$ cat src/rtl/wb_cpu_arbiter_pkg.sv
// Shared CPU definitions: arbiter FSM encodings, Wishbone CTI/BTE codes and
// the bundled master request record used by the system-bus arbiter.
package wb_cpu_arbiter_pkg;

    typedef enum logic [1:0] {
        ST_IDLE = 2'd0,
        ST_GNT0 = 2'd1,
        ST_GNT1 = 2'd2
    } arb_state_t;

    localparam logic [2:0] CTI_CLASSIC      = 3'b000;
    localparam logic [2:0] CTI_CONST_BURST  = 3'b001;
    localparam logic [2:0] CTI_INCR_BURST   = 3'b010;
    localparam logic [2:0] CTI_END_OF_BURST = 3'b111;

    localparam logic [1:0] BTE_LINEAR = 2'b00;
    localparam logic [1:0] BTE_WRAP4  = 2'b01;
    localparam logic [1:0] BTE_WRAP8  = 2'b10;
    localparam logic [1:0] BTE_WRAP16 = 2'b11;

    typedef struct packed {
        logic        cyc;
        logic        stb;
        logic        we;
        logic [29:0] addr;
        logic [2:0]  cti;
        logic [1:0]  bte;
        logic [3:0]  sel;
        logic [31:0] data;
    } wb_req_t;

    // On a tie the master that was not granted last wins.
    function automatic arb_state_t tie_winner(input logic last_gnt);
        return last_gnt ? ST_GNT0 : ST_GNT1;
    endfunction

endpackage

$ cat src/rtl/wb_cpu_arbiter_timeout_cnt.sv
// Slave-ack wait counter: counts strobe cycles without an ack and flags when
// the count reaches TIMEOUT.
module wb_timeout_cnt #(
    parameter int TIMEOUT = 255
) (
    input  logic clk,
    input  logic rst,
    input  logic i_clr,
    input  logic i_inc,
    output logic o_hit
);
    localparam int W = (TIMEOUT < 2) ? 1 : $clog2(TIMEOUT + 1);
    localparam logic [W-1:0] LIMIT = W'(TIMEOUT);

    logic [W-1:0] r_count;

    always_ff @(posedge clk) begin
        if (rst || i_clr) begin
            r_count <= '0;
        end else if (i_inc) begin
            r_count <= r_count + 1'b1;
        end
    end

    assign o_hit = (r_count == LIMIT);

endmodule

$ cat src/rtl/wb_cpu_arbiter.sv
// Two-master (ICMU = m0, DCMU = m1) Wishbone arbiter onto the shared system
// bus: round-robin on ties, grant held for whole cycles, forced response on timeout.
module wb_cpu_arbiter
    import wb_cpu_arbiter_pkg::*;
#(
    parameter int TIMEOUT = 255,
    parameter int RR_INIT = 1
) (
    input  logic        clk,
    input  logic        rst,

    input  logic        m0_cyc_i,
    input  logic        m0_stb_i,
    input  logic        m0_we_i,
    input  logic [31:2] m0_addr_i,
    input  logic [2:0]  m0_cti_i,
    input  logic [1:0]  m0_bte_i,
    input  logic [3:0]  m0_sel_i,
    input  logic [31:0] m0_data_i,
    output logic [31:0] m0_data_o,
    output logic        m0_ack_o,

    input  logic        m1_cyc_i,
    input  logic        m1_stb_i,
    input  logic        m1_we_i,
    input  logic [31:2] m1_addr_i,
    input  logic [2:0]  m1_cti_i,
    input  logic [1:0]  m1_bte_i,
    input  logic [3:0]  m1_sel_i,
    input  logic [31:0] m1_data_i,
    output logic [31:0] m1_data_o,
    output logic        m1_ack_o,

    output logic        s_cyc_o,
    output logic        s_stb_o,
    output logic        s_we_o,
    output logic [31:2] s_addr_o,
    output logic [2:0]  s_cti_o,
    output logic [1:0]  s_bte_o,
    output logic [3:0]  s_sel_o,
    output logic [31:0] s_data_o,
    input  logic [31:0] s_data_i,
    input  logic        s_ack_i,

    output logic        timeout_o
);

    arb_state_t r_state;
    arb_state_t w_state_next;
    logic       r_last;

    wb_req_t    w_m0;
    wb_req_t    w_m1;
    wb_req_t    w_req;
    logic       w_hit;
    logic       w_timeout;
    logic       w_cnt_clr;
    logic       w_cnt_inc;

    assign w_m0 = '{cyc: m0_cyc_i, stb: m0_stb_i, we: m0_we_i, addr: m0_addr_i,
                    cti: m0_cti_i, bte: m0_bte_i, sel: m0_sel_i, data: m0_data_i};
    assign w_m1 = '{cyc: m1_cyc_i, stb: m1_stb_i, we: m1_we_i, addr: m1_addr_i,
                    cti: m1_cti_i, bte: m1_bte_i, sel: m1_sel_i, data: m1_data_i};

    always_comb begin
        w_req = '0;
        case (r_state)
            ST_GNT0: w_req = w_m0;
            ST_GNT1: w_req = w_m1;
            default: w_req = '0;
        endcase
    end

    // A forced response is only owed to a live strobe; a real ack in the same
    // cycle wins.
    assign w_timeout = w_hit & w_req.stb & ~s_ack_i;

    assign s_cyc_o  = w_req.cyc & ~w_timeout;
    assign s_stb_o  = w_req.stb & ~w_timeout;
    assign s_we_o   = w_req.we;
    assign s_addr_o = w_req.addr;
    assign s_cti_o  = w_req.cti;
    assign s_bte_o  = w_req.bte;
    assign s_sel_o  = w_req.sel;
    assign s_data_o = w_req.data;

    assign m0_ack_o  = (r_state == ST_GNT0) & (s_ack_i | w_timeout);
    assign m1_ack_o  = (r_state == ST_GNT1) & (s_ack_i | w_timeout);
    assign m0_data_o = ((r_state == ST_GNT0) && !w_timeout) ? s_data_i : '0;
    assign m1_data_o = ((r_state == ST_GNT1) && !w_timeout) ? s_data_i : '0;
    assign timeout_o = w_timeout;

    always_comb begin
        w_state_next = r_state;
        case (r_state)
            ST_IDLE: begin
                if (m0_cyc_i && m1_cyc_i) w_state_next = tie_winner(r_last);
                else if (m0_cyc_i)        w_state_next = ST_GNT0;
                else if (m1_cyc_i)        w_state_next = ST_GNT1;
            end
            ST_GNT0: begin
                if (w_timeout)     w_state_next = ST_IDLE;
                else if (!m0_cyc_i) w_state_next = m1_cyc_i ? ST_GNT1 : ST_IDLE;
            end
            ST_GNT1: begin
                if (w_timeout)     w_state_next = ST_IDLE;
                else if (!m1_cyc_i) w_state_next = m0_cyc_i ? ST_GNT0 : ST_IDLE;
            end
            default: w_state_next = ST_IDLE;
        endcase
    end

    // r_last tracks the master of the latest grant, so after a timeout it
    // already names the timed-out master.
    always_ff @(posedge clk) begin
        if (rst) begin
            r_state <= ST_IDLE;
            r_last  <= RR_INIT[0];
        end else begin
            r_state <= w_state_next;
            if (w_state_next == ST_GNT0)      r_last <= 1'b0;
            else if (w_state_next == ST_GNT1) r_last <= 1'b1;
        end
    end

    assign w_cnt_clr = s_ack_i | ~w_req.stb | (w_state_next != r_state);
    assign w_cnt_inc = w_req.stb & ~s_ack_i;

    wb_timeout_cnt #(
        .TIMEOUT (TIMEOUT)
    ) u_timeout_cnt (
        .clk   (clk),
        .rst   (rst),
        .i_clr (w_cnt_clr),
        .i_inc (w_cnt_inc),
        .o_hit (w_hit)
    );

endmodule

$ cat config.mk
export PLATFORM = sky130hd
export DESIGN_NAME = wb_cpu_arbiter
export DESIGN_NICKNAME = d
export VERILOG_FILES = /design/src/rtl/wb_cpu_arbiter_pkg.sv /design/src/rtl/wb_cpu_arbiter_timeout_cnt.sv /design/src/rtl/wb_cpu_arbiter.sv
export SDC_FILE = /design/constraint.sdc
export NUM_CORES = 1
export LEC_CHECK = 0
export ABC_AREA = 1
export CORE_AREA = 2 2 127 129
export CTS_BUF_LIST = sky130_fd_sc_hd__clkbuf_8
export CTS_CLUSTER_DIAMETER = 30
export CTS_CLUSTER_SIZE = 30
export DETAILED_ROUTE_END_ITERATION = 8
export DIE_AREA = 0 0 129 131
export GPL_ROUTABILITY_DRIVEN = 0
export PLACE_DENSITY = 0.53
export SLEW_MARGIN = 30
export SYNTH_ARGS = -nofsm -noshare
export SYNTH_HDL_FRONTEND = slang
export SYNTH_SLANG_ARGS = --single-unit
$ cat constraint.sdc
create_clock -name clk -period 4.4 [get_ports clk]
set_input_delay 1.1 -clock clk [delete_from_list [all_inputs] [get_ports clk]]
set_output_delay 1.1 -clock clk [all_outputs]
set_load 0.01 [all_outputs]
# [Word-level counts from Yosys, hierarchy flattened]
# Index checks and enable logic that the tools add are counted.
[totals] reg_bits=11 inputBits=183 elab_cells=46
[op_classes] addsub=1 eq_ne=6 muxes=16 bitwise_logic=13 n_reduce_logical=7
[ops] operator="74-bit case mux with 2 select lines" n=1
[ops] operator="32-bit two-way mux" n=2
[ops] operator="2-bit two-way mux" n=9
[ops] operator="8-bit by 1-bit adder with 8-bit output (second input constant)" n=1
[ops] operator="8-bit equality test (second input constant)" n=1
[ops] operator="1-bit AND" n=7
[ops] operator="2-bit case mux with 3 select lines" n=1
[ops] operator="2-bit by 1-bit equality test with 1-bit output (second input constant)" n=2
[ops] operator="2-bit equality test (second input constant)" n=2
[ops] operator="1-bit logical AND" n=3
[ops] operator="1-bit two-way mux" n=3
[ops] operator="1-bit NOT" n=3
[ops] operator="1-bit bitwise OR" n=3
[ops] operator="2-bit zero test" n=1
[ops] operator="2-bit != test" n=1
[ops] operator="2-bit nonzero test" n=1
[ops] operator="1-bit zero test" n=1
[ops] operator="1-bit logical OR" n=1

# [Longest topological paths before layout]
# Gate-level depths: netlist (run 1).
[logic_depth] ltp_word=9 ltp_mapped=14 mapped_depth_nobuf=14

# [Cells and area by module]
# From an unflattened synthesis (run 1), not the netlist that was laid out.
[unflattened] hier_cells=458 area_unflattened_um2=2165.8
[by_module_without_submodules] module="wb_cpu_arbiter" instances=1 cells_each=405 area_per_inst_um2=1785.5 seq_area_each_um2=60.1
[by_module_without_submodules] module="wb_timeout_cnt" instances=1 cells_each=53 area_per_inst_um2=380.4 seq_area_each_um2=160.2

# [Worst setup path before layout (run 1)]
# Ideal clock, no wire load.
[synth_path] path_kind="input -> output" start="input port m0_stb_i" end="output port m1_data_o[10]" arrival_ns=1.903 slack_ns=1.397 path_stages=8 path_cell_list="nand2_1 -> nand2_2 -> nand2_1 -> nor2_2 -> nand2_2 -> nand2_1 -> buf_2 -> nor2_1"
[synth_via] elab_chain_cells=6
[synth_lines] item="start: declaration" line="wb_cpu_arbiter.sv:13" rtl="input logic m0_stb_i,"
[synth_lines] item="74-bit case mux with 2 select lines" line="wb_cpu_arbiter.sv:67" rtl="case (r_state)"
[synth_lines] item="1-bit AND (2 in series)" line="wb_cpu_arbiter.sv:76" rtl="assign w_timeout = w_hit & w_req.stb & ~s_ack_i;"
[synth_lines] item="1-bit zero test" line="wb_cpu_arbiter.sv:90" rtl="assign m1_data_o = ((r_state == ST_GNT1) && !w_timeout) ? s_data_i : '0;"
[synth_lines] item="1-bit logical AND" line="wb_cpu_arbiter.sv:90"
[synth_lines] item="32-bit two-way mux" line="wb_cpu_arbiter.sv:90"
[synth_lines] item="end: declaration" line="wb_cpu_arbiter.sv:31" rtl="output logic [31:0] m1_data_o,"
# Every way passes these cells.

# [Worst setup path after layout (run 1)]
[layout_path] start="input port m0_stb_i" end="output port m0_data_o[2]"
[layout_via] elab_chain_cells=6
[layout_lines] item="74-bit case mux with 2 select lines" line="wb_cpu_arbiter.sv:67"
[layout_lines] item="1-bit AND (2 in series)" line="wb_cpu_arbiter.sv:76"
[layout_lines] item="1-bit zero test" line="wb_cpu_arbiter.sv:89" rtl="assign m0_data_o = ((r_state == ST_GNT0) && !w_timeout) ? s_data_i : '0;"
[layout_lines] item="1-bit logical AND" line="wb_cpu_arbiter.sv:89"
[layout_lines] item="32-bit two-way mux" line="wb_cpu_arbiter.sv:89"
[layout_lines] item="end: declaration" line="wb_cpu_arbiter.sv:20" rtl="output logic [31:0] m0_data_o,"
# Every way passes these cells.

==> metrics.csv, run 1 <==
stage,metric,value,unit
logic_synthesis,synth_top_family_by_area,simple AND/OR/NAND/NOR gates,
global_route,first_global_vias,3601,
routing,detail_route.drc_violations,0,
clock_network,post-cts-setup-buffers,0,
layout,finish.cell_count_without_fillers,971,
critical_path,max_stage_delay,0.49,ns
worst_hold_path,holdCritPathClass,reg -> reg,
timing,worst_pin_slew,0.4838,ns
place,port-buffer-count,323,
floorplan,core_area,15600,um2
critical_path,setup.worst_path.start_class,primary input,
pwr,vdd_drop_max,176.5,uV
logic_synthesis,synth-seq-cells,11,
pwr,power.density_cell_area,182.8,nW/um2
critical_path,worstPathBufferInverterCount,3,
routing,wl_per_cell,13.57,um
clock_network,clock-root-buffer,sky130_fd_sc_hd__clkbuf_8,
layout,areaGrowthSynthToFinish,160.4,%
floorplan,die_w,129,um
logic_synthesis,share_of_synthesized_cell_area_in_full_adder_half_adder_and_majority_cells,3.409,%
critical_path,cpMostUsedCell,sky130_fd_sc_hd__nand2_1,
pwr,p_int,591.8,uW
timing,setup_viol,0,
timing,final-max-slew-violation-count,0,
pwr,clock_network_power_share,9.4,%
routing,antenna_violating_nets_post_route,0,
timing,rsz_0062_raised_after_global_routing,false,
clock_network,tritoncts,yes,
run_status,status,"finished, final reports clean",
global_route,antenna_found_initial,0,
timing,final.min_clock_period,4.018,ns
floorplan,design.die.area,16900,um2
place,place_inst,967,
logic_synthesis,synth_cells,451,
pwr,fin_total_pwr,1048,uW
critical_path,worstPathArrival,2.92,ns
critical_path,end_kind,output pin,
place,dp_hpwl,10790,um
routing,first_pass_iters,4,
pwr,switching_share,43.55,%
timing,finalCritPeriodShare,91.32,%
logic_synthesis,synth_sequential_area_ratio,10.00,%
routing,wirelength,13180,um
critical_path,cell_at_the_slowest_stage_of_the_critical_path,sky130_fd_sc_hd__clkdlybuf4s50_1,
clock_network,ctsLongestPathBuffers,2,
logic_synthesis,postSynthNetCount,640,
global_route,gr-total-overflow,0,
layout,antenna_cells_inserted,0,
clock_network,htree_num_levels,1,
timing,clock_skew,0.001290,ns
global_route,global_route_wire_length_before_repair,19270,um
clock_network,cts_hold_repair.buffers,0,
floorplan,initial_utilization,14.12,%
routing,detailroute.via_count,3831,
floorplan,dieHeight,131,um
logic_synthesis,post_synth_mux_area_share,0.5114,%
logic_synthesis,summed_instance_area_of_the_synthesized_netlist,2202,um2
logic_synthesis,netlist-cell-type-count,22,
critical_path,path_max_fanout,32,
clock_network,postCtsResizedCells,0,
timing,hold_viol,0,
floorplan,ioPinCount,324,
clock_network,cts.sink_count,11,
logic_synthesis,synth_compound_gate_area_share,18.24,%
floorplan,count_of_standard_cell_rows,46,
logic_synthesis,synth_simple_gate_area_share,52.16,%
routing,drtIter0Drc,133,
flow_run,max-cap-violations,0,
pwr,power.share.combinational,79.5,%
timing,finalSetupTns,0,ns
pwr,power.share.sequential,11.0,%
critical_path,setup.worst_path.class,in -> out,
clock_network,cts-buffers-inserted,3,
critical_path,crit_path_cell_trace,clkdlybuf4s50_1 -> nand2_1 -> nand2_2 -> nand2_1 -> nor2_2 -> nand2_2 -> nand2_1 -> buf_12 -> nor2_1 -> clkdlybuf4s50_1,
logic_synthesis,syn_area_per_cell,4.883,um2
layout,drive_gt1_share,4.371,%
critical_path,worst-endpoint-required,3.30,ns
routing,vias_per_cell,3.945,
critical_path,cpLargestDelayFamily,buffers and inverters,
timing,worst_hold_slack,0.4718,ns
logic_synthesis,synthesis_warnings,0,
clock_network,insertion_delay,0.24,ns
pwr,power_switching,456.6,uW
global_route,grtUsageTotal,14.27,%
timing,timing.fmax,248.9,MHz
pwr,power_leakage,0.002080,uW
layout,design.final.nets,945,
timing,slew_headroom,67.75,%
clock_network,cts.clk_slew.worst_paths,0.05,ns
logic_synthesis,yosys.area_share.xor_xnor,2.386,%
global_route,grt_max_degree,77,
final timing paths:
path	startpoint	endpoint	slack [ns]	cells past startpoint
setup / recovery	m0_stb_i	m0_data_o[2]	0.38	10
hold / removal	u_timeout_cnt.r_count[0]$_SDFFE_PP0P_	u_timeout_cnt.r_count[0]$_SDFFE_PP0P_	0.47	1
setup reg to reg	r_state[0]$_SDFF_PP0_	r_last$_SDFFE_PP1P_	2.03	12
hold reg to reg	u_timeout_cnt.r_count[0]$_SDFFE_PP0P_	u_timeout_cnt.r_count[0]$_SDFFE_PP0P_	0.47	1
synthesized netlist by cell type (all sizes together):
master | n | share of area (%)
nand2 | 165 | 29
nor2 | 84 | 15
a21oi | 74 | 17
inv | 47 | 8.0
clkbuf | 23 | 3.9
nand3 | 12 | 4.3
dfxtp | 11 | 10
nor3 | 9 | 4.1
buf | 6 | 1.4
ha | 6 | 3.4
o21ai | 5 | 1.1
xor2 | 4 | 1.6
xnor2 | 2 | 0.80
and3 | 1 | 0.28
mux2 | 1 | 0.51
o22ai | 1 | 0.28
cell families (layout without fill, tap and decap cells):
kind of cell,count (synthesis),count (layout)
mux,1,1
simple gates,271,271
flops,11,11
compound gates,80,80
xor+xnor,6,6
buf+inv,76,380
fa+ha+maj,6,6
stage by stage:
stage / util [%] / setup WS (ns) / area (um2)
2_1_floorplan: - / 1.397 / 2202
3_3_place_gp: 36.48 / 0.4014 / 5689
3_5_place_dp: 36.48 / 0.3749 / 5689
4_1_cts: 36.76 / 0.3736 / 5734
5_1_grt: 36.76 / 0.2250 / 5734
6_report: 36.76 / 0.3818 / 5734
routing by layer:
metal,up-vias,track usage (%),part of all wire [%]
met5,-,0,0
met2,210,26.70,50
li1,1994,-,-
met1,1623,17.04,40
met3,4,3.868,9.6
met4,0,0.9591,0.27
registers in the layout (all words and copies together) (netlist names):
register	cells
r_state	2
r_last	1
u_timeout_cnt.r_count	8
cell usage in the layout, fill, tap and decap left out, types with 5 or more instances in the layout:
cell	Yosys	final
sky130_fd_sc_hd__a21oi_1	74	74
sky130_fd_sc_hd__dfxtp_1	11	11
sky130_fd_sc_hd__inv_1	46	47
sky130_fd_sc_hd__nor3_2	9	9
sky130_fd_sc_hd__clkdlybuf4s50_1	0	323
sky130_fd_sc_hd__nand2_1	161	161
sky130_fd_sc_hd__nand3_1	8	8
sky130_fd_sc_hd__o21ai_0	5	5
sky130_fd_sc_hd__nor2_1	81	81
power groups by stage:
stage	registers [uW]	logic, uW	clock network, uW
after floorplan	114	360	0
after global placement	118	849	0
after detailed placement	117	843	0
after CTS	115	848	106
after global routing	116	919	111
final	116	834	99.0
cell type report:
type	instances	area [um2]
Fill cell	1675	9863
Timing Repair Buffer	329	3328
Multi-Input combinational cell	364	1694
Tap cell	216	270.3
Sequential cell	11	220.2
Inverter	47	176.4
Clock buffer	3	41.29
Clock inverter	1	3.754
(Power assumes the default switching activity.)
==> run 2, diff against run 1 <==
CELL_PAD_IN_SITES_DETAIL_PLACEMENT = 0   (was not set)
CELL_PAD_IN_SITES_GLOBAL_PLACEMENT = 1   (was not set)
CORE_AREA = not set   (was 2 2 127 129)
CORE_UTILIZATION = 14   (was not set)
DIE_AREA = not set   (was 0 0 129 131)
PLACE_DENSITY = 0.88   (was 0.53)
==> run 2 against run 1 <==
  * Clock skew down 0.00068 ns
  * Critical path type unchanged
  * Via count up 0.70%
  * Final cell count down 0.41%
  * First-iteration DRC count down 3.8%
  * Hold slack better by 0.0056 ns
  * Clock power down 2.4%
  * Sequential cell count unchanged
==> metrics.csv, run 2 (same netlist as run 1, synthesis figures left out) <==
stage,metric,value,unit,change
run_status,status,"finished, final reports clean",,
critical_path,path_max_fanout,32,,unchanged
routing,vias_per_cell,3.990,,+1.1%
floorplan,design.die.area,16230,um2,-3.9%
flow_run,max-cap-violations,0,,unchanged
routing,antenna_violating_nets_post_route,0,,unchanged
critical_path,end_kind,output pin,,
critical_path,worst-path-stages,10,,unchanged
clock_network,htree_num_levels,1,,unchanged
clock_network,insertion_delay,0.24,ns,about the same
routing,detail_route.drc_violations,0,,unchanged
critical_path,cpLargestDelayFamily,buffers and inverters,,
layout,antenna_cells_inserted,0,,unchanged
layout,top_register,u_timeout_cnt.r_count,,
routing,detailroute.via_count,3858,,+0.70%
routing,drtIter0Drc,128,,-3.8%
critical_path,worstPathBufferInverterCount,3,,unchanged
timing,final.min_clock_period,3.999,ns,-0.01892 ns
layout,drive_gt1_share,4.497,%,+0.13 points
worst_hold_path,worst_hold_startpoint,u_timeout_cnt.r_count[0]$_SDFFE_PP0P_,,
floorplan,count_of_standard_cell_rows,45,,-2.2%
global_route,antenna_found_initial,0,,unchanged
layout,most-common-layout-cells,"323 x sky130_fd_sc_hd__clkdlybuf4s50_1, 161 x sky130_fd_sc_hd__nand2_1, 81 x sky130_fd_sc_hd__nor2_1",,
worst_hold_path,timing.hold.worst_path_depth,1,,unchanged
timing,clock_skew,0.0006110,ns,-0.0006787 ns
timing,worst_pin_slew,0.5230,ns,+0.03922 ns
pwr,power.density_cell_area,181.7,nW/um2,-0.61%
pwr,power_leakage,0.002082,uW,+0.10%
routing,wl_per_cell,12.71,um,-6.3%
floorplan,dieHeight,127.4,um,-2.7%
critical_path,worstReg2RegEnd,r_last$_SDFFE_PP1P_,,
timing,setup_viol,0,,unchanged
timing,timing.fmax,250.0,MHz,+0.47%
clock_network,clock-root-buffer,sky130_fd_sc_hd__clkbuf_8,,
critical_path,setup.worst_path.class,in -> out,,
critical_path,worst-endpoint-required,3.30,ns,about the same
timing,hold_viol,0,,unchanged
global_route,first_global_vias,3453,,-4.1%
global_route,grtUsageTotal,13.78,%,-0.49 points
critical_path,ff2ff_setup_slack,2.03,ns,about the same
clock_network,cts-buffers-inserted,3,,unchanged
global_route,grt_max_degree,57,,-26%
worst_hold_path,holdCritPathClass,reg -> reg,,
critical_path,worstPathArrival,2.90,ns,-0.02 ns
routing,wirelength,12290,um,-6.7%
global_route,global_route_wire_length_before_repair,17930,um,-6.9%
place,dp_hpwl,9943,um,-7.8%
layout,design.final.nets,946,,+0.11%
routing,first_pass_iters,4,,unchanged
timing,slew_headroom,65.13,%,-2.6 points
clock_network,cts.clk_slew.worst_paths,0.05,ns,about the same
critical_path,cell_at_the_slowest_stage_of_the_critical_path,sky130_fd_sc_hd__clkdlybuf4s50_1,,
clock_network,ctsLongestPathBuffers,2,,unchanged
layout,final_util,37.51,%,+0.74 points
critical_path,crit_path_cell_trace,clkdlybuf4s50_1 -> nand2_1 -> nand2_2 -> nand2_1 -> nor2_2 -> nand2_2 -> nand2_1 -> buf_12 -> nor2_1 -> clkdlybuf4s50_1,,
clock_network,tritoncts,yes,,
critical_path,r2r_cells,12,,unchanged
layout,area_of_all_placed_cells_without_fillers,5723,um2,-0.20%
critical_path,rr_startpoint,r_state[0]$_SDFF_PP0_,,
floorplan,ioPinCount,324,,unchanged
critical_path,setup.worst_path.start_class,primary input,,
clock_network,post-cts-setup-buffers,0,,unchanged
timing,final-max-slew-violation-count,0,,unchanged
floorplan,core_area,15260,um2,-2.2%
layout,leading_cell_type_in_the_layout_fill_and_taps_excluded,sky130_fd_sc_hd__clkdlybuf4s50_1,,
layout,areaGrowthSynthToFinish,159.9,%,
clock_network,cts.sink_count,11,,unchanged
timing,finalSetupTns,0,ns,unchanged
worst_hold_path,min_to,u_timeout_cnt.r_count[0]$_SDFFE_PP0P_,,
pwr,vdd_drop_max,83.63,uV,-53%
critical_path,cpMostUsedCell,sky130_fd_sc_hd__nand2_1,,
clock_network,postCtsResizedCells,0,,unchanged
layout,largest_reg_flops,8,,unchanged
layout,reg.largest.list,"u_timeout_cnt.r_count (8), r_state (2), r_last (1)",,
timing,finalCritPeriodShare,90.89,%,-0.43 points
place,dpl_cell_area,5678,um2,-0.20%
timing,rsz_0062_raised_after_global_routing,false,,
clock_network,cts_hold_repair.buffers,0,,unchanged
floorplan,die_w,127.4,um,-1.2%
global_route,gr-total-overflow,0,,unchanged
critical_path,max_stage_delay,0.47,ns,-0.02 ns
pwr,fin_total_pwr,1040,uW,-0.80%
floorplan,initial_utilization,14.43,%,+0.31 points
place,port-buffer-count,323,,unchanged
[run 2: changes by cell type in the layout (fill, tap and decap cells not counted), sizes merged]
cell | previous run | this run
buf | 6 | 7
[run 2: worst max-delay path by stage]
stage	startpoint	end
global placement	m0_stb_i	m1_data_o[4]
global route	m0_stb_i	m0_data_o[24]
floorplan	m0_stb_i	m1_data_o[10]
CTS	m1_stb_i	m1_data_o[7]
detailed placement	m1_stb_i	m1_data_o[7]
finish	m0_stb_i	m1_data_o[7]
[run 2: worst reg2reg max path: cells and delay by family, from the launching register on]
family / cells / cell delay (ns)
simple gates: 6 / 0.66
fa+ha+maj: 2 / 0.73
flops: 1 / 0.44
compound gates: 2 / 0.24
buf+inv: 2 / 0.18
[run 2: report_power, final]
part / switching, uW / total [uW] / internal (uW)
Clock: 35.6 / 96.6 / 61.0
Combinational: 406 / 828 / 422
Sequential: 8.40 / 115 / 107
[run 2: routing by layer]
layer  routed length [um]  share of wire [%]  up-vias  track usage (%)
li1                     -                  -     1994                -
met1                 4910                 40     1648            16.53
met3                 1064                8.7        6            2.513
met5                    0                  0        -                0
met4                   75               0.61        0            2.311
met2                 6240                 51      210            25.65
[run 2: cell type report]
| class | count | area, um2 |
|---|---|---|
| multi-input combinational | 364 | 1694 |
| clock buffer | 3 | 41.29 |
| clock inverter | 1 | 3.754 |
| sequential | 11 | 220.2 |
| tap | 211 | 264.0 |
| fill | 1630 | 9535 |
| timing repair buffer | 330 | 3323 |
| inverter | 47 | 176.4 |
[run 2: per-stage QoR]
stage / cells / setup slack, ns / hold slack [ns]
floorplan: 451 / 1.397 / 0.4396
global placement: 963 / 0.4433 / 0.4595
detailed placement: 963 / 0.4097 / 0.4571
CTS: 967 / 0.4061 / 0.4751
global route: 967 / 0.2600 / 0.4951
finish: 967 / 0.4007 / 0.4774
